**config.mk**
```make
export PLATFORM = sky130hd
export DESIGN_NAME = controlador_display_multiplexado_flat
export DESIGN_NICKNAME = d
export VERILOG_FILES = /design/src/rtl/controlador_display_multiplexado_if.sv /design/src/rtl/controlador_display_multiplexado.sv /design/src/flat_wrapper.sv
export SDC_FILE = /design/constraint.sdc
export NUM_CORES = 1
export LEC_CHECK = 0
export ABC_CLOCK_PERIOD_IN_PS = 4380
export BUFFER_PORTS_ARGS = -buffer_cell sky130_fd_sc_hd__buf_2
export CAP_MARGIN = 30
export CORE_MARGIN = 5
export CORE_UTILIZATION = 50
export DETAILED_ROUTE_END_ITERATION = 7
export PLACE_DENSITY = 0.82
export SLEW_MARGIN = 25
export SYNTH_ARGS = -nofsm -noshare
export SYNTH_HDL_FRONTEND = slang
export SYNTH_SLANG_ARGS = --single-unit
export TNS_END_PERCENT = 20
```
**constraint.sdc**
```tcl
create_clock -name clk -period 4.38 [get_ports clk]
set_input_delay 0.219 -clock clk [delete_from_list [all_inputs] [get_ports clk]]
set_output_delay 0.219 -clock clk [all_outputs]
set_load 0.03 [all_outputs]
```
**src/rtl/controlador_display_multiplexado_if.sv**
```systemverilog
// Bus between the multiplexed display controller, its shared 7-segment decoder
// and the board pins. The controller uses the slave view.
interface controlador_display_multiplexado_if #(
  parameter int N_DIGITOS = 4
);
  logic                     habilita;
  logic                     carga;
  logic [4*N_DIGITOS-1:0]   valor_bcd;
  logic [3:0]               bin_dec;
  logic [0:6]               decimal_dec;
  logic [0:6]               segmentos;
  logic [N_DIGITOS-1:0]     anodos;
  logic                     quadro_fim;

  modport master (
    output habilita, carga, valor_bcd, decimal_dec,
    input  bin_dec, segmentos, anodos, quadro_fim
  );

  modport slave (
    input  habilita, carga, valor_bcd, decimal_dec,
    output bin_dec, segmentos, anodos, quadro_fim
  );
endinterface

```
**src/rtl/controlador_display_multiplexado.sv**
```systemverilog
// Multiplexed common-anode 7-segment controller: scans N_DIGITOS digits through one
// shared decoder, with guard gaps, leading-zero suppression and frame-aligned updates.
module controlador_display_multiplexado #(
  parameter int N_DIGITOS     = 4,
  parameter int DIV_REFRESH   = 50000,
  parameter int GUARDA        = 2,
  parameter int SUPRIME_ZEROS = 1
) (
  input  logic                                   clk,
  input  logic                                   rst,
  controlador_display_multiplexado_if.slave      bus
);

  localparam int CNT_MAX = (DIV_REFRESH > GUARDA) ? DIV_REFRESH : GUARDA;
  localparam int PW      = $clog2(CNT_MAX);
  localparam int IW      = $clog2(N_DIGITOS);
  localparam int VW      = 4 * N_DIGITOS;

  localparam logic [PW-1:0] ULT_EXIBE = PW'(DIV_REFRESH - 1);
  localparam logic [PW-1:0] ULT_TROCA = PW'(GUARDA - 1);
  localparam logic [IW-1:0] ULT_IDX   = IW'(N_DIGITOS - 1);

  typedef enum logic [1:0] {OCIOSO, EXIBE, TROCA} estado_t;

  estado_t              state_q, state_d;
  logic [IW-1:0]        idx_q, idx_d;
  logic [PW-1:0]        presc_q, presc_d;
  logic [VW-1:0]        shadow_q, shadow_d;
  logic [VW-1:0]        frame_q, frame_d;
  logic                 pend_q, pend_d;
  logic [3:0]           bin_q, bin_d;
  logic [N_DIGITOS-1:0] anodos_q, anodos_d;
  logic                 apagado_q, apagado_d;
  logic                 quadro_q, quadro_d;
  logic                 fronteira;

  // Invalid codes are always dark; a zero digit is dark only when every more
  // significant digit is also zero, and digit 0 always shows.
  function automatic logic blank(input logic [VW-1:0] v, input logic [IW-1:0] i);
    logic zeros;
    zeros = 1'b1;
    for (int j = 0; j < N_DIGITOS; j++) begin
      if (j >= int'(i)) zeros = zeros & (v[4*j +: 4] == 4'd0);
    end
    return (v[4*int'(i) +: 4] > 4'd9) ||
           ((SUPRIME_ZEROS != 0) && (i != '0) && zeros);
  endfunction

  always_comb begin
    state_d   = state_q;
    idx_d     = idx_q;
    presc_d   = presc_q;
    shadow_d  = bus.carga ? bus.valor_bcd : shadow_q;
    pend_d    = pend_q | bus.carga;
    frame_d   = frame_q;
    fronteira = 1'b0;

    case (state_q)
      OCIOSO: begin
        if (bus.habilita) begin
          state_d   = EXIBE;
          idx_d     = '0;
          presc_d   = '0;
          fronteira = 1'b1;
        end
      end
      EXIBE: begin
        if (presc_q == ULT_EXIBE) begin
          state_d = TROCA;
          presc_d = '0;
        end else begin
          presc_d = presc_q + 1'b1;
        end
      end
      TROCA: begin
        if (presc_q == ULT_TROCA) begin
          state_d = EXIBE;
          presc_d = '0;
          if (idx_q == ULT_IDX) begin
            idx_d     = '0;
            fronteira = 1'b1;
          end else begin
            idx_d = idx_q + 1'b1;
          end
        end else begin
          presc_d = presc_q + 1'b1;
        end
      end
      default: state_d = OCIOSO;
    endcase

    if (!bus.habilita) begin
      state_d   = OCIOSO;
      idx_d     = '0;
      presc_d   = '0;
      fronteira = 1'b0;
    end

    // A strobe landing on the boundary wins over the older shadow contents.
    if (fronteira && (pend_q || bus.carga)) begin
      frame_d = bus.carga ? bus.valor_bcd : shadow_q;
      pend_d  = 1'b0;
    end

    anodos_d  = '1;
    bin_d     = '0;
    apagado_d = 1'b1;
    if (state_d == EXIBE) begin
      anodos_d[idx_d] = 1'b0;
      bin_d           = frame_d[4*int'(idx_d) +: 4];
      apagado_d       = blank(frame_d, idx_d);
    end
    quadro_d = (state_d == TROCA) && (presc_d == ULT_TROCA) && (idx_d == ULT_IDX);
  end

  always_ff @(posedge clk or posedge rst) begin
    if (rst) begin
      state_q   <= OCIOSO;
      idx_q     <= '0;
      presc_q   <= '0;
      shadow_q  <= '0;
      frame_q   <= '0;
      pend_q    <= 1'b0;
      bin_q     <= '0;
      anodos_q  <= '1;
      apagado_q <= 1'b1;
      quadro_q  <= 1'b0;
    end else begin
      state_q   <= state_d;
      idx_q     <= idx_d;
      presc_q   <= presc_d;
      shadow_q  <= shadow_d;
      frame_q   <= frame_d;
      pend_q    <= pend_d;
      bin_q     <= bin_d;
      anodos_q  <= anodos_d;
      apagado_q <= apagado_d;
      quadro_q  <= quadro_d;
    end
  end

  assign bus.bin_dec    = bin_q;
  assign bus.anodos     = anodos_q;
  assign bus.quadro_fim = quadro_q;
  assign bus.segmentos  = apagado_q ? 7'b1111111 : bus.decimal_dec;

endmodule

```
**src/flat_wrapper.sv**
```systemverilog
// flat-port wrapper written by rule: the top's interface ports become plain ports
module controlador_display_multiplexado_flat 
#(
  parameter int N_DIGITOS     = 4,
  parameter int DIV_REFRESH   = 50000,
  parameter int GUARDA        = 2,
  parameter int SUPRIME_ZEROS = 1
)
  (clk, rst, bus_habilita, bus_carga, bus_valor_bcd, bus_decimal_dec, bus_bin_dec, bus_segmentos, bus_anodos, bus_quadro_fim);
  controlador_display_multiplexado_if #(.N_DIGITOS(N_DIGITOS)) bus_i ();
  input  logic clk;
  input  logic rst;
  input wire logic [$bits(bus_i.habilita)-1:0] bus_habilita;
  input wire logic [$bits(bus_i.carga)-1:0] bus_carga;
  input wire logic [$bits(bus_i.valor_bcd)-1:0] bus_valor_bcd;
  input wire logic [$bits(bus_i.decimal_dec)-1:0] bus_decimal_dec;
  output wire logic [$bits(bus_i.bin_dec)-1:0] bus_bin_dec;
  output wire logic [$bits(bus_i.segmentos)-1:0] bus_segmentos;
  output wire logic [$bits(bus_i.anodos)-1:0] bus_anodos;
  output wire logic [$bits(bus_i.quadro_fim)-1:0] bus_quadro_fim;
  assign bus_i.habilita = bus_habilita;
  assign bus_i.carga = bus_carga;
  assign bus_i.valor_bcd = bus_valor_bcd;
  assign bus_i.decimal_dec = bus_decimal_dec;
  assign bus_bin_dec = bus_i.bin_dec;
  assign bus_segmentos = bus_i.segmentos;
  assign bus_anodos = bus_i.anodos;
  assign bus_quadro_fim = bus_i.quadro_fim;
  controlador_display_multiplexado #(.N_DIGITOS(N_DIGITOS), .DIV_REFRESH(DIV_REFRESH), .GUARDA(GUARDA), .SUPRIME_ZEROS(SUPRIME_ZEROS)) u_core (.clk(clk), .rst(rst), .bus(bus_i));
endmodule
```
After elaboration in Yosys (flattened, before gate mapping). Index checks and enable logic that the tools add are counted. Widths: inputs -> output; s select.

$add $sub $neg: 2. Order comparisons: 6. Equal/unequal tests: 9. Shift-type cells: 1. Mux-type cells: 32. Bitwise operators: 5. Reductions and logical operators: 13.

Operators by type and width (count): $mux 16 (5); $pmux 16 s3 (1); $eq 16x1->1 const B (2); $add 16x1->16 const B (1); $eq 16x16->1 const B (1); $logic_not 4->1 (4); $shiftx 16x5->4 (1); $mux 1 (13); $mux 2 (6); $eq 2x2->1 const B (4); $mux 4 (2); $mux 7 (1); $pmux 2 s3 (1); $logic_and 1x1->1 (5); $eq 2x1->1 const B (2); $ge 1x2->1 const A (2); $gt 4x4->1 const B (1); $not 4->4 (1); $pmux 2 s2 (1); $and 1x1->1 (3); $lt 2x3->1 const B (1); $add 2x1->2 const B (1); $demux 1 s2 (1); $ge 2x1->1 const B (1); 6 further kinds (7).

Bits in registers: 63. Input port bits: 27. Output and inout bits: 16. Logic and storage cells: 78.

Depth between registers and ports, before layout.
Depth after elaboration: 21. Depth in mapped cells: 11. Gate-level depth less buffers: 10.

Worst setup path after synthesis. Ideal clock, no wire load.

Path kind: register -> register. Start point: register u_core.presc_q[2]. End point: register u_core.apagado_q. Library setup time: 0.061 ns. Data arrival time: 2.605 ns. Required time: 4.319 ns. Slack: 1.714 ns. Cell stages (with the launch flop): 9. Path buffers: 1. Clock period less this slack: 2.666 ns. Path through: dfrtp_1 > clkbuf_1 > nor4_2 > nand4_2 > o21ai_2 > mux2_2 > or4_1 > a211oi_1 > or3_1.

Elaborated cells on any way between the ends: 38. Classes of those cells: order compare (4); eq/ne (3); shift (1); mux (19); bitwise (3); reduce/logical (8).

RTL lines: from (decl) (RTL line controlador_display_multiplexado.sv:27) `logic [PW-1:0] presc_q, presc_d;`; from (signal assigned) (RTL line controlador_display_multiplexado.sv:131) `presc_q <= presc_d;`; $eq 16x1->1 * (RTL line controlador_display_multiplexado.sv:76) `if (presc_q == ULT_TROCA) begin`; $mux 1 * (RTL line controlador_display_multiplexado.sv:76); $pmux 1 s2 * (RTL line controlador_display_multiplexado.sv:58) `case (state_q)`; $mux 1 * (RTL line controlador_display_multiplexado.sv:92) `if (!bus.habilita) begin`; $logic_and 1x1->1 * (RTL line controlador_display_multiplexado.sv:100) `if (fronteira && (pend_q || bus.carga)) begin`; $mux 16 * (RTL line controlador_display_multiplexado.sv:100); via u_core.frame_d[8] (RTL line controlador_display_multiplexado.sv:29) `logic [VW-1:0] frame_q, frame_d;`; parallel branches: the longest is 7 deep, another holds $gt 4x4->1; $logic_or 1x1->1 * (RTL line controlador_display_multiplexado.sv:45) `return (v[4*int'(i) +: 4] > 4'd9) ||`; $mux 1 * (RTL line controlador_display_multiplexado.sv:108) `if (state_d == EXIBE) begin`; via u_core.apagado_d (RTL line controlador_display_multiplexado.sv:33) `logic apagado_q, apagado_d;`; to (signal assigned) (RTL line controlador_display_multiplexado.sv:137) `apagado_q <= apagado_d;`; to (decl) (RTL line controlador_display_multiplexado.sv:33).

Mark *: on every way through the listed nets, which the timed path passes. The select of a mux whose other input is x is not followed.

Worst setup path after layout.
Start point: register u_core.presc_q[0]. End point: register u_core.quadro_q (netlist: u_core.bus.quadro_fim).

Cells in the longest elaborated chain, start to end: 7. Elaborated cells on any way between the ends: 19. Classes of those cells: add/sub (1); eq/ne (5); mux (11); reduce/logical (2).

Ends and longest elaborated chain: $add 16x1->16, or another cell as far along (RTL line controlador_display_multiplexado.sv:72, controlador_display_multiplexado.sv:86); $mux 16 (on tied branches) (RTL line controlador_display_multiplexado.sv:76, controlador_display_multiplexado.sv:68); $pmux 16 s3 * (RTL line controlador_display_multiplexado.sv:58); $mux 16 * (RTL line controlador_display_multiplexado.sv:92); via u_core.presc_d[8] (RTL line controlador_display_multiplexado.sv:27); $eq 16x1->1 * (RTL line controlador_display_multiplexado.sv:113) `quadro_d = (state_d == TROCA) && (presc_d == ULT_TROCA) && (idx_d == ULT_IDX);`; $logic_and 1x1->1 * (2 in a row) (RTL line controlador_display_multiplexado.sv:113); via u_core.quadro_d (RTL line controlador_display_multiplexado.sv:34) `logic quadro_q, quadro_d;`; to (signal assigned) (RTL line controlador_display_multiplexado.sv:138) `quadro_q <= quadro_d;`; to (decl) (RTL line controlador_display_multiplexado.sv:34).

Mark *: on every way through the listed nets, which the timed path passes. The rest lies on a longest branch.

==> impl_metrics.yaml <==
outcome:
  outcome: "finished, final reports clean"
clock_network:
  cts_tree: "done"
  cts_max_level: 3
  clkSinkCount: 63
  holdBufCountCts: 0
  cts_resized: 0
  postCtsSetupBuffers: 0
  root_buffer: "clkbuf_8"
  numCtsBuffers: 9
  clock_path_buffers: 2
  cts.clk_slew.worst_paths_ns: 0.07
  clock_latency_ns: 0.35
logic_synthesis:
  synth_compound_area_share_pct: 6.331
  yosysUniqueCellTypes: 47
  yosysWarnings: 0
  synth_nets: 310
  synth_area_per_cell_um2: 11.01
  yosysSeqAreaShare_pct: 51.34
  ys_ff_latch: 63
  yosys_most_used_dff: "dfrtp_1"
  async_flop_share_pct: 100.0
  synth_area_um2: 3083
  synth_edf_count: 0
  synth_top_family_by_area: "simple AND/OR/NAND/NOR gates"
  synthSimpleGateAreaFrac_pct: 17.53
  synthAdderAreaFrac_pct: 1.218
  synthXorXnorAreaFrac_pct: 4.545
  synth_cells: 280
  synth.area.mux_share_pct: 14.73
drt:
  drt_wl_total_mm: 6.214
  drc: 0
  drt_iter0_markers: 103
  ant_nets: 0
  via_per_inst: 5.345
  firstDrtPassIters: 4
  vias: 2170
  post_drt_wl_per_cell_um: 15.31
critical_path:
  crit_fanout: 16
  slowest_delay_ns: 0.55
  cp.required_ns: 4.66
  crit_chain: "ha_1 -> nor4b_2 -> nand4_2 -> o21a_1 -> o21ai_4 -> nor2_1 -> or4_1 -> nor4b_2 -> and4_1"
  cp-end-kind: "register"
  cp_slowest_cell: "or4_1"
  critPathLaunchType: "register"
  path_common_cell: "nor4b_2"
  critical_path_class: "register to register"
  arrival_ns: 3.31
floorplan:
  core_area_um2: 5956
  ios: 43
  dieArea_um2: 7837
  start_util_pct: 51.76
  die_h_um: 88.53
  fp-row-count: 28
  die_w_um: 88.53
global_routing:
  antenna_found_initial: 0
  grt_pass1_vias: 2147
  grt_max_degree: 64
  grt_pass1_wl_mm: 10.10
  overflow: 0
  grt.total_usage_pct: 17.25
finish:
  diodes: 0
  postLayoutCellArea_um2: 3552
  area_growth_syn_to_layout_pct: 15.22
  drive_gt1_share_pct: 30.82
  nets: 356
timing:
  tightest_slew_ns: 0.8979
  period_minus_slack_ns: 3.024
  timing.fmax_mhz: 330.7
  rsz0062_at_grt: "false"
  maxSlewViolCount: 0
  setup_violations: 0
  clock_skew_ns: 0.01065
  hold_violations: 0
  tns_ns: 0
  post-route-period-util_pct: 69.03
  slew_headroom_pct: 39.99
  fin_hold_ws_ns: 0.09254
place:
  dp_hpwl_mm: 4.433
  placed_area_um2: 3363
  gp_congestion: 0.7932
  io_buffers: 42
run:
  maxCapViolCount: 0
worst_hold_path:
  hp-class: "primary input to asynchronous set/reset pin"
power:
  p_leak_nw: 1.626
  ir_drop_mv: 0.2543
  powerDensity_nw_per_um2: 378.6
## path summary, 6_finish.rpt
check,from,end,slack (ns),cells after the start
worst max-delay path,u_core.presc_q[0],u_core.bus.quadro_fim,1.36,9
worst min-delay path,rst,u_core.frame_q[6],0.09,3
worst max register to register,u_core.presc_q[0],u_core.bus.quadro_fim,1.36,9
worst min register to register,u_core.frame_q[3],u_core.frame_q[3],0.48,2
max in group asynchronous,rst,u_core.presc_q[15],3.77,3
min in group clk,bus_valor_bcd[1],u_core.shadow_q[1],0.12,2
## final cells by class
type / instances / area [µm²]
clock inverters: 6 / 61.31
multi-input cells: 184 / 1368
well taps: 75 / 93.84
repair buffers: 45 / 232.7
inverters: 23 / 86.33
clock buffers: 10 / 127.6
flip-flops and latches: 63 / 1583
fillers: 502 / 2404
## through the flow
stage	instances	util, %	setup WS (ns)	power (mW)
5_1_grt	406	59.64	1.112	1.402
2_1_floorplan	280	-	1.714	0.8117
3_5_place_dp	390	56.47	1.407	0.8719
6_report	406	59.64	1.356	1.345
4_1_cts	406	59.64	1.391	1.355
3_3_place_gp	390	56.47	1.493	0.8644
## cell usage in the layout (no fill, tap or decap), types with 5 or more instances in the layout
cell type and count:
nand3_1 9, dfstp_2 5, dfrtp_1 58, or2_2 8, xor2_1 11, inv_1 22
a21oi_1 6, mux2i_1 24, nand2_1 19, mux2_2 19, nor2_1 26, buf_2 42
clkbuf_8 9, xnor2_1 5
## where the power goes
part | internal, mW | switching (mW) | total (mW) | leakage (nW)
Sequential | 0.641 | 0.0195 | 0.661 | 0.781
Clock | 0.260 | 0.224 | 0.484 | 0.0960
Combinational | 0.0772 | 0.122 | 0.200 | 0.749
Total | 0.979 | 0.366 | 1.34 | 1.63
## flip-flops by register name, summed over array words and instances (netlist names)
| register | cells |
|---|---|
| u_core.frame_q | 16 |
| u_core.presc_q | 16 |
| u_core.bus.anodos | 4 |
| u_core.bus.quadro_fim | 1 |
| u_core.apagado_q | 1 |
| u_core.shadow_q | 16 |
| u_core.state_q | 2 |
| u_core.pend_q | 1 |
| u_core.idx_q | 2 |
| u_core.bus.bin_dec | 4 |
## layer usage
metal  global-route usage (%)  vias to the layer above  part of all wire, %
li1                         -                     1046                    -
met1                    22.55                     1041                   46
met2                    26.65                       71                   46
met3                    3.352                       12                  6.1
met4                    10.30                        0                  2.6
met5                        0                        -                    0
## synthesized netlist by cell type, types with 2 or more instances
cell / n / share of area [%]
or4_1: 3 / 0.73
xnor2_1: 5 / 1.4
and3_1: 2 / 0.41
dfstp_2: 5 / 4.3
mux2i_1: 24 / 7.8
mux2_2: 19 / 6.9
nor3_1: 4 / 0.65
ha_1: 3 / 1.2
nor4b_2: 3 / 1.5
a21oi_1: 6 / 0.97
o21ai_0: 3 / 0.49
and4_1: 3 / 0.85
nand2_1: 19 / 2.3
nor2b_1: 2 / 0.41
a21boi_0: 2 / 0.49
dfrtp_1: 58 / 47
xor2_1: 11 / 3.1
clkbuf_1: 6 / 0.73
nand4_1: 4 / 0.81
a31oi_1: 2 / 0.41
or2_2: 8 / 1.6
inv_1: 23 / 2.8
nand3_1: 9 / 1.5
buf_1: 2 / 0.24
and2_1: 4 / 0.81
a211oi_1: 2 / 0.49
or3_1: 2 / 0.41
nor2_1: 26 / 3.2
o22ai_1: 2 / 0.41
## worst max-delay path, delay by kind of cell (launching register included)
family,cells,cell delay (ns)
compound gates,2,0.67
fa+ha+maj,1,0.20
flops,1,0.47
simple gates,6,1.63
## cell families (layout without fill, tap and decap cells)
family / after synthesis / in the layout
buffers and inverters: 33 / 84
AO/OA/AOI/OAI: 26 / 26
multiplexers: 43 / 43
XOR/XNOR: 16 / 16
flip-flops: 63 / 63
AND/OR/NAND/NOR: 96 / 96
adder cells (fa/ha/maj): 3 / 3
(Power assumes the default switching activity.)
